## src/rtl/load_buffer_ctrl.sv

```systemverilog
// Load buffer between address generation and the data-cache load port: holds loads
// until older stores drain, issues them in index order, and matches out-of-order responses.
module load_buffer_ctrl #(
  parameter  int NUM_ENTRIES = 4,
  parameter  int ADDR_W      = 32,
  parameter  int TAG_W       = 6,
  parameter  int BM_W        = 4,
  parameter  int SQ_W        = 3,
  localparam int ID_W        = $clog2(NUM_ENTRIES)
) (
  input  logic              clock,
  input  logic              reset,
  input  logic              alloc_valid,
  input  logic [ADDR_W-1:0] alloc_addr,
  input  logic [TAG_W-1:0]  alloc_dest,
  input  logic [BM_W-1:0]   alloc_bm,
  input  logic [SQ_W-1:0]   alloc_sq_tail,
  output logic              load_buffer_free,
  input  logic [SQ_W-1:0]   sq_head,
  output logic              dcache_req_valid,
  output logic [ADDR_W-1:0] dcache_req_addr,
  output logic [ID_W-1:0]   dcache_req_id,
  input  logic              dcache_req_ready,
  input  logic              dcache_resp_valid,
  input  logic [ID_W-1:0]   dcache_resp_id,
  input  logic [31:0]       dcache_resp_data,
  output logic              done_valid,
  output logic [TAG_W-1:0]  done_dest,
  output logic [31:0]       done_data,
  input  logic [BM_W-1:0]   b_mm_resolve,
  input  logic              b_mm_mispred
);

  typedef enum logic [2:0] {
    ST_FREE    = 3'd0,
    ST_WAIT_SQ = 3'd1,
    ST_READY   = 3'd2,
    ST_ISSUED  = 3'd3,
    ST_ZOMBIE  = 3'd4
  } entry_state_e;

  entry_state_e      state_q   [NUM_ENTRIES];
  entry_state_e      state_d   [NUM_ENTRIES];
  logic [ADDR_W-1:0] addr_q    [NUM_ENTRIES];
  logic [ADDR_W-1:0] addr_d    [NUM_ENTRIES];
  logic [TAG_W-1:0]  dest_q    [NUM_ENTRIES];
  logic [TAG_W-1:0]  dest_d    [NUM_ENTRIES];
  logic [BM_W-1:0]   bm_q      [NUM_ENTRIES];
  logic [BM_W-1:0]   bm_d      [NUM_ENTRIES];
  logic [SQ_W-1:0]   sq_tail_q [NUM_ENTRIES];
  logic [SQ_W-1:0]   sq_tail_d [NUM_ENTRIES];

  logic              done_valid_q, done_valid_d;
  logic [TAG_W-1:0]  done_dest_q, done_dest_d;
  logic [31:0]       done_data_q, done_data_d;

  logic [NUM_ENTRIES-1:0] is_free;
  logic [NUM_ENTRIES-1:0] kill;
  logic [NUM_ENTRIES-1:0] issuable;
  logic [NUM_ENTRIES-1:0] sq_match;
  logic [NUM_ENTRIES-1:0] resp_hit;
  logic [NUM_ENTRIES-1:0] alloc_sel;
  logic [NUM_ENTRIES-1:0] grant;

  logic [ID_W-1:0]   alloc_idx;
  logic [ID_W-1:0]   issue_idx;
  logic              issue_fire;
  logic              alloc_bm_match;
  logic              alloc_en;
  logic [BM_W-1:0]   alloc_bm_clean;

  // A kill only ever comes from a mispredicted resolve hitting a live entry.
  genvar gi;
  generate
    for (gi = 0; gi < NUM_ENTRIES; gi++) begin : g_entry_flags
      assign is_free[gi]   = (state_q[gi] == ST_FREE);
      assign kill[gi]      = !is_free[gi] && b_mm_mispred && (|(bm_q[gi] & b_mm_resolve));
      assign issuable[gi]  = (state_q[gi] == ST_READY) && !kill[gi];
      assign sq_match[gi]  = (sq_head == sq_tail_q[gi]);
      assign resp_hit[gi]  = dcache_resp_valid && (dcache_resp_id == ID_W'(gi));
      assign alloc_sel[gi] = alloc_en && (alloc_idx == ID_W'(gi));
      assign grant[gi]     = issue_fire && (issue_idx == ID_W'(gi));
    end
  endgenerate

  // Lowest-index priority encoders; scanning downward lets the lowest match win.
  always_comb begin
    alloc_idx = '0;
    issue_idx = '0;
    for (int i = NUM_ENTRIES - 1; i >= 0; i--) begin
      if (is_free[i]) begin
        alloc_idx = ID_W'(i);
      end
      if (issuable[i]) begin
        issue_idx = ID_W'(i);
      end
    end
  end

  assign load_buffer_free = |is_free;
  assign alloc_bm_match   = |(alloc_bm & b_mm_resolve);
  assign alloc_en         = alloc_valid && load_buffer_free && !(alloc_bm_match && b_mm_mispred);
  assign alloc_bm_clean   = alloc_bm & ~b_mm_resolve;

  assign dcache_req_valid = |issuable;
  assign dcache_req_addr  = addr_q[issue_idx];
  assign dcache_req_id    = issue_idx;
  assign issue_fire       = dcache_req_valid && dcache_req_ready;

  // A response racing with a kill of the same entry is discarded.
  assign done_valid_d = dcache_resp_valid && (state_q[dcache_resp_id] == ST_ISSUED)
                        && !kill[dcache_resp_id];
  assign done_dest_d  = dest_q[dcache_resp_id];
  assign done_data_d  = dcache_resp_data;

  always_comb begin
    for (int i = 0; i < NUM_ENTRIES; i++) begin
      state_d[i]   = state_q[i];
      addr_d[i]    = addr_q[i];
      dest_d[i]    = dest_q[i];
      sq_tail_d[i] = sq_tail_q[i];
      bm_d[i]      = b_mm_mispred ? bm_q[i] : (bm_q[i] & ~b_mm_resolve);
      case (state_q[i])
        ST_FREE: begin
          if (alloc_sel[i]) begin
            state_d[i]   = ST_WAIT_SQ;
            addr_d[i]    = alloc_addr;
            dest_d[i]    = alloc_dest;
            bm_d[i]      = alloc_bm_clean;
            sq_tail_d[i] = alloc_sq_tail;
          end
        end
        ST_WAIT_SQ: begin
          if (kill[i]) begin
            state_d[i] = ST_FREE;
          end else if (sq_match[i]) begin
            state_d[i] = ST_READY;
          end
        end
        ST_READY: begin
          if (kill[i]) begin
            state_d[i] = ST_FREE;
          end else if (grant[i]) begin
            state_d[i] = ST_ISSUED;
          end
        end
        ST_ISSUED: begin
          if (resp_hit[i]) begin
            state_d[i] = ST_FREE;
          end else if (kill[i]) begin
            state_d[i] = ST_ZOMBIE;
          end
        end
        ST_ZOMBIE: begin
          if (resp_hit[i]) begin
            state_d[i] = ST_FREE;
          end
        end
        default: begin
          state_d[i] = ST_FREE;
        end
      endcase
    end
  end

  always_ff @(posedge clock) begin
    if (reset) begin
      for (int i = 0; i < NUM_ENTRIES; i++) begin
        state_q[i]   <= ST_FREE;
        addr_q[i]    <= '0;
        dest_q[i]    <= '0;
        bm_q[i]      <= '0;
        sq_tail_q[i] <= '0;
      end
      done_valid_q <= 1'b0;
      done_dest_q  <= '0;
      done_data_q  <= '0;
    end else begin
      for (int i = 0; i < NUM_ENTRIES; i++) begin
        state_q[i]   <= state_d[i];
        addr_q[i]    <= addr_d[i];
        dest_q[i]    <= dest_d[i];
        bm_q[i]      <= bm_d[i];
        sq_tail_q[i] <= sq_tail_d[i];
      end
      done_valid_q <= done_valid_d;
      if (done_valid_d) begin
        done_dest_q <= done_dest_d;
        done_data_q <= done_data_d;
      end
    end
  end

  assign done_valid = done_valid_q;
  assign done_dest  = done_dest_q;
  assign done_data  = done_data_q;

endmodule

```

## config.mk

```make
export PLATFORM = sky130hd
export DESIGN_NAME = load_buffer_ctrl
export DESIGN_NICKNAME = d
export VERILOG_FILES = /design/src/rtl/load_buffer_ctrl.sv
export SDC_FILE = /design/constraint.sdc
export NUM_CORES = 1
export LEC_CHECK = 0
export CAP_MARGIN = 20
export CORE_ASPECT_RATIO = 0.9
export CORE_MARGIN = 2
export CORE_UTILIZATION = 49
export CTS_CLUSTER_SIZE = 40
export DETAILED_ROUTE_END_ITERATION = 8
export PLACE_DENSITY = 0.82
export SYNTH_ARGS = -nofsm -noshare
export SYNTH_HDL_FRONTEND = slang
export SYNTH_SLANG_ARGS = --single-unit
```

## constraint.sdc

```tcl
create_clock -name clock -period 2.69 [get_ports clock]
set_clock_uncertainty 0.05 [all_clocks]
set_input_delay 0.538 -clock clock [delete_from_list [all_inputs] [get_ports clock]]
set_output_delay 0.538 -clock clock [all_outputs]
set_load 0.02 [all_outputs]
```

==> results of run 1 <==
what timing repair did:
action,4_1_cts,5_1_grt
buffers inserted,10,6
resized for setup,290,65
gates cloned,5,3
endpoints found under the setup margin,36,35
pin swaps,26,14
hold buffers,0,0
worst max-delay path by stage:
stage | start | endpoint | slack, ps | depth (start not counted)
global placement | b_mm_resolve[0] | dcache_req_addr[17] | -1110 | 6
global route | bm_q[2][0]$_SDFF_PP0_ | dcache_req_addr[11] | -290 | 9
floorplan | b_mm_resolve[2] | dcache_req_id[1] | -50 | 7
CTS | bm_q[2][0]$_SDFF_PP0_ | dcache_req_addr[6] | -250 | 10
detailed placement | b_mm_resolve[1] | dcache_req_addr[6] | -1120 | 10
finish | bm_q[2][0]$_SDFF_PP0_ | dcache_req_addr[17] | -240 | 10
worst register-to-register path, delay by kind of cell (launching register included):
family | cells | cell delay [ps]
compound gates | 2 | 290
simple gates | 2 | 750
mux | 1 | 490
flops | 1 | 310
buf+inv | 2 | 330
final cells by class:
class	instances	area, sq um	area share [%]
sequential	231	6160	40.5
multi-input combinational	614	4730	31.1
timing repair buffer	310	3140	20.7
clock buffer	35	643	4.23
tap	291	364	2.40
inverter	32	120	0.791
clock inverter	7	37.5	0.247
registers in the layout, summed over array words and instances, names as in the netlist:
name and cells:
addr_q 128, bm_q 16, dest_q 24, done_data 32
done_dest 6, done_valid 1, sq_tail_q 12, state_q 12
placed cells by master, fill, tap and decap left out, types with 5 or more instances in the layout:
| master | n |
|---|---|
| clkbuf_16 | 25 |
| nand3_2 | 15 |
| o221ai_2 | 16 |
| o2bb2ai_1 | 6 |
| xor2_1 | 9 |
| o2bb2ai_2 | 5 |
| and2_1 | 153 |
| nor4_1 | 5 |
| inv_1 | 32 |
| buf_12 | 21 |
| clkdlybuf4s50_1 | 124 |
| dfxtp_2 | 9 |
| buf_4 | 123 |
| o21ai_0 | 40 |
| nor2_1 | 23 |
| a21oi_1 | 44 |
| clkbuf_1 | 8 |
| a221oi_4 | 6 |
| a221oi_2 | 6 |
| a31oi_1 | 11 |
| nor3_2 | 7 |
| dfxtp_1 | 70 |
| a31oi_2 | 9 |
| a22oi_2 | 6 |
| buf_6 | 26 |
| nor3_1 | 7 |
| mux4_2 | 7 |
| o21ai_1 | 10 |
| mux2i_1 | 29 |
| edfxtp_1 | 152 |
| o32ai_1 | 17 |
| nand2_1 | 27 |
| nand3_1 | 45 |
| nand4_1 | 7 |
| and3_1 | 21 |
Yosys cell counts, types with 17 or more instances:
library cell and count:
o32ai_1 17, nand3_1 63, and2_1 155, inv_1 32, o221ai_1 20, clkbuf_1 61
o21ai_0 40, a21oi_1 44, and3_1 21, edfxtp_1 152, nor2_1 27, mux2i_1 29
dfxtp_1 79, nand2_1 28, a31oi_1 22
cell families after synthesis:
kind of cell	after synthesis
flops	231
buf+inv	108
mux	36
compound gates	215
simple gates	350
xor+xnor	13
routing by layer:
layer  wire length [microns]  vias up  track usage, %
li1                        -     4051               -
met1                   12800     4514            34.4
met5                       0        -               0
met2                   16600      529            48.3
met3                    2780       89            4.96
met4                    1150        0            10.7
through the flow:
stage,cells,setup TNS (ps),utilization [%],instance area [sq um],setup WS (ps)
after floorplan,953,-704,-,10700,-45.6
after global placement,1457,-55000,63.4,13600,-1110
after detailed placement,1458,-61410,63.5,13600,-1120
after CTS,1515,-6480,69.2,14800,-245
after global routing,1520,-8110,70.8,15200,-294
final,1520,-6450,70.8,15200,-240
power by group through the flow:
| stage | registers, W | logic (W) | clock network, W |
|---|---|---|---|
| floorplan | 0.00406 | 0.000463 | 0 |
| global placement | 0.00406 | 0.00102 | 0 |
| detailed placement | 0.00407 | 0.00103 | 0 |
| CTS | 0.00400 | 0.00105 | 0.00300 |
| global route | 0.00403 | 0.00120 | 0.00316 |
| finish | 0.00402 | 0.00114 | 0.00300 |
==> run_results.csv, run 1 <==
group,metric,value,unit
synth,synth_compound_area_share,13.7,%
final_layout,finalNetCount,1304,
critical_path,crit_slowest_cell,"dfxtp_2",
power_and_ir_drop,power_density,537,mW/mm^2
status,violations,"negative setup slack",
timing,post-route-period-util,109,%
critical_path,startpoint_type,"register",
critical_path,path_max_fanout,7,
power_and_ir_drop,p_switching,0.00202,W
die,rows,51,
die,die_y,144,microns
die,die_w,159,microns
power_and_ir_drop,clockPowerShare,36.8,%
power_and_ir_drop,power,0.00815,W
detailed_routing,drt_wl_total,33300,microns
hold_path,hp-class,"register to register",
synth,synth_cells,953,
global_route,grt_pass1_wl,49600,microns
synth,netlist_area,0.0106,sq mm
timing,holdWs,425,ps
synth,yosys.area_share.simple,18.8,%
synth,synth_top_area_cell,"edfxtp_1",
critical_path,r2r-end,"done_data[5]$_SDFFE_PP0P_",
critical_path,reg2reg_depth,7,
power_and_ir_drop,share_comb_of_total_power,14.0,%
final_layout,syn_to_final_growth,43.1,%
power_and_ir_drop,internal_power,0.00613,W
final_layout,drive_gt1_share,27.7,%
clock_network,clk_latency,520,ps
synth,ys_types,60,
critical_path,crit_buf_inv,5,
global_route,grt_max_degree,73,
timing,period_needed,2930,ps
power_and_ir_drop,seq_power_share,49.3,%
critical_path,required,2100,ps
critical_path,crit_path_cell_trace,"a22oi_2, a21bo_2, buf_6, a211oi_4, buf_6, buf_8, buf_16, nand3_2, o221ai_4, buf_6",
detailed_routing,antenna_left,0,
timing,finalSetupViolCount,33,
critical_path,slowest_delay,340,ps
clock_network,clock-sinks,231,
synth,ys_warn_count,0,
status,status,"complete, but fails checks",
die,initial_core_util,49.5,%
synth,synthXorXnorAreaFrac,1.07,%
die,core-area,0.0214,sq mm
critical_path,r2r-start,"state_q[0][2]$_SDFFE_PP0P_",
synth,synth-edff-count,152,
detailed_routing,post_drt_wl_per_cell,21.9,microns
power_and_ir_drop,swShare,24.8,%
hold_path,whs_endpoint,"done_dest[2]$_SDFFE_PP0P_",
timing,rsz0062_at_grt,"true",
global_route,grtUsageTotal,27.6,%
clock_network,cts_root_buf,"clkbuf_16",
timing,fmax,341,MHz
synth,seq_area_frac_synth,57.9,%
placed_design,gp_congestion,0.831,
timing,tightestPinTransition,653,ps
critical_path,endpoint_kind,"output pin",
detailed_routing,vias,9183,
detailed_routing,drc_errors,0,
run,drv_cap,0,
final_layout,antenna_cells,0,
synth,synth_seq_cells,231,
synth,syn_nets,1045,
hold_path,worstHoldStart,"done_dest[2]$_SDFFE_PP0P_",
detailed_routing,drt_iter0_drc,1207,
final_layout,fillers,1426,
clock_network,cts_made_buffers,23,
die,dieArea,0.0228,sq mm
synth,synth_top_area_share,43.0,%
global_route,grt_pass1_vias,8994,
power_and_ir_drop,ir_drop,0.000456,V
synth,synth_fa_ha_area_share,0,%
critical_path,critPathTopFamily,"buffers and inverters",
detailed_routing,viasPerCell,6.04,
timing,slew_headroom,55.9,%
global_route,grt.overflow.total,0,
timing,setup_ws,-240,ps
critical_path,r2r_slack,310,ps
die,io_pins,167,
timing,drv_slew,0,
synth,synth_ff_type,"edfxtp_1",
synth,synth_area_per_cell,11.1,sq um
critical_path,critical_path_class,"register to output pin",
power_and_ir_drop,leakage,5.80,nW
clock_network,cts_tree,"done",
clock_network,clk_pin_slew_worst_paths,60,ps
critical_path,worstPathArrival,2340,ps
timing,finalHoldViolations,0,
clock_network,htree_levels,1,
global_route,antenna_found_initial,0,
hold_path,hold_depth,2,
synth,async_flop_share,0,%
synth,synthTopCellsByArea,"edfxtp_1 43%, dfxtp_1 15%, and2_1 9.1%",
synth,synth_top_family_by_area,"simple AND/OR/NAND/NOR gates",
clock_network,clk_path_buf_depth,3,
critical_path,path_common_cell,"buf_6",
placed_design,dp_hpwl,20000,microns
synth,synth.mux.area_fraction,4.22,%
placed_design,numPortBuffers,166,
detailed_routing,drtPass1Iterations,5,
Note: power is estimated with default switching activity, not from simulation.
==> inputs of run 2 (changes only) <==
CORE_MARGIN = 3   (was 2)
==> run 2 against run 1 <==
The run still ends with negative setup slack left; die area rose by 2.7%; highest routed layer unchanged; via count down 1.5%; sequential share of layout area decreased by 0.097 points; largest cell class unchanged; register-to-register slack got worse by 70 ps; first-iteration DRC count is 20% lower.
==> run_results.csv, run 2 (synthesis gave the netlist of run 1 again) <==
group,metric,value,unit
placed_design,placed_area,0.0135,sq mm
timing,drv_slew,0,
global_route,gr-usage-met2,45.4,%
timing,slew_headroom,59.2,%
critical_path,required,2100,ps
power_and_ir_drop,power,0.00856,W
final_layout,syn_to_final_growth,43.7,%
detailed_routing,drc_errors,0,
global_route,grt_pass1_vias,9168,
clock_network,cts_tree,"done",
final_layout,fin_util,72.5,%
final_layout,finalNetCount,1300,
global_route,grt.overflow.total,0,
run,drv_cap,0,
die,initial_core_util,50.5,%
critical_path,startpoint_type,"input pin",
placed_design,dp_hpwl,20000,microns
critical_path,slowest_delay,270,ps
critical_path,crit_path_cell_trace,"clkdlybuf4s15_2, a22oi_2, a21boi_2, buf_4, a211oi_4, buf_6, buf_16, a221oi_4, o2bb2ai_1, buf_4",
global_route,use_met3,5.15,%
power_and_ir_drop,power_density,562,mW/mm^2
placed_design,place_ws,-1090,ps
final_layout,fillers,1334,
timing,finalHoldViolations,0,
detailed_routing,vias,9042,
detailed_routing,drtPass1Iterations,5,
final_layout,largest_register_ffs,128,
timing,post-route-period-util,111,%
timing,rsz0062_at_grt,"true",
power_and_ir_drop,leakage,5.82,nW
die,core-area,0.0210,sq mm
timing,setup_ws,-290,ps
global_route,grt_pass1_wl,50100,microns
final_layout,layout_common_cells,"153 x and2_1, 152 x edfxtp_1, 124 x clkdlybuf4s50_1, 124 x buf_4, 64 x dfxtp_1",
clock_network,clk_pin_slew_worst_paths,60,ps
status,status,"complete, but fails checks",
clock_network,cts_made_buffers,24,
global_route,busiest_layer,"met2",
timing,finalSetupViolCount,35,
final_layout,largest-register,"addr_q",
global_route,antenna_found_initial,0,
die,io_pins,167,
critical_path,critPathTopFamily,"buffers and inverters",
clock_network,clk_latency,540,ps
clock_network,clock-sinks,231,
timing,fin_setup_tns,-7350,ps
critical_path,crit_slowest_cell,"a22oi_2",
hold_path,hp-class,"register to register",
critical_path,crit_buf_inv,5,
status,violations,"negative setup slack",
detailed_routing,antenna_left,0,
placed_design,numPortBuffers,166,
final_layout,final_common_cell,"and2_1",
final_layout,drive_gt1_share,28.4,%
critical_path,critical_path_class,"input pin to output pin",
die,die_w,161,microns
die,die_y,146,microns
clock_network,cts_root_buf,"clkbuf_16",
global_route,use_met1,34.3,%
final_layout,finalInstanceArea,0.0152,sq mm
critical_path,endpoint_kind,"output pin",
die,dieArea,0.0235,sq mm
timing,tightestPinTransition,612,ps
timing,period_needed,2980,ps
detailed_routing,post_drt_wl_per_cell,22.0,microns
global_route,grt_max_degree,68,
detailed_routing,viasPerCell,5.98,
power_and_ir_drop,ir_drop,0.000480,V
critical_path,path_max_fanout,8,
clock_network,htree_levels,1,
global_route,grtUsageTotal,26.8,%
timing,fmax,336,MHz
detailed_routing,drt_iter0_drc,968,
final_layout,antenna_cells,0,
die,rows,50,
clock_network,clk_path_buf_depth,3,
detailed_routing,drt_wl_total,33300,microns
placed_design,gp_congestion,0.874,
critical_path,worstPathArrival,2390,ps
critical_path,path_common_cell,"buf_4",
-- run 2: changes by cell type in the layout (fill, tap and decap cells not counted), sizes merged, moves of 2 or more --
cell / delta
clkinvlp: +2
clkbuf: -10
buf: -5
bufinv: +4
clkinv: +5
-- run 2: repair_timing --
action                     in CTS  in global routing
setup endpoints to repair      36                 36
gates resized for setup       318                 37
pin swaps                      35                 11
gates cloned                    7                  0
hold buffers                    0                  0
buffers inserted               14                  3
-- run 2: layout make-up --
| type | count | area (sq um) | area share, % |
|---|---|---|---|
| timing repair buffer | 305 | 3090 | 20.3 |
| inverter | 32 | 120 | 0.788 |
| tap | 286 | 358 | 2.35 |
| multi-input combinational | 614 | 4700 | 30.8 |
| clock buffer | 27 | 612 | 4.01 |
| clock inverter | 17 | 195 | 1.28 |
| sequential | 231 | 6160 | 40.4 |
-- run 2: metal layers --
metal / vias to the layer above / part of all wire (%)
met4: 0 / 3.3
met5: - / 0
met1: 4435 / 39
li1: 4049 / -
met3: 92 / 8.4
met2: 466 / 49
-- run 2: metrics by stage --
step                instances  hold slack, ps
floorplan                 953             416
global placement         1447             411
detailed placement       1447             417
CTS                      1512             425
global route             1512             449
finish                   1512             422
-- run 2: worst reg2reg max path, stage by stage, from the launching register on --
cell,delay [ps]
dfxtp_1,360
buf_4,180
nand3b_4,150
mux4_2,490
or4_4,570
buf_12,180
o21ai_0,220
a21oi_1,90
-- run 2: worst paths after layout --
path	start	end	slack, ps	cells past startpoint
hold reg to reg	done_data[26]$_SDFFE_PP0P_	done_data[26]$_SDFFE_PP0P_	420	2
setup reg to reg	state_q[1][2]$_SDFFE_PP0P_	done_data[12]$_SDFFE_PP0P_	240	7
setup / recovery	b_mm_resolve[1]	dcache_req_addr[27]	-290	10
hold / removal	done_data[26]$_SDFFE_PP0P_	done_data[26]$_SDFFE_PP0P_	420	2
-- run 2: power breakdown --
part / switching (W) / internal (W) / leakage [nW]
sequential: 0.0000640 / 0.00395 / 2.23
combinational: 0.000601 / 0.000525 / 3.20
clock: 0.00140 / 0.00202 / 0.387
total: 0.00207 / 0.00650 / 5.82
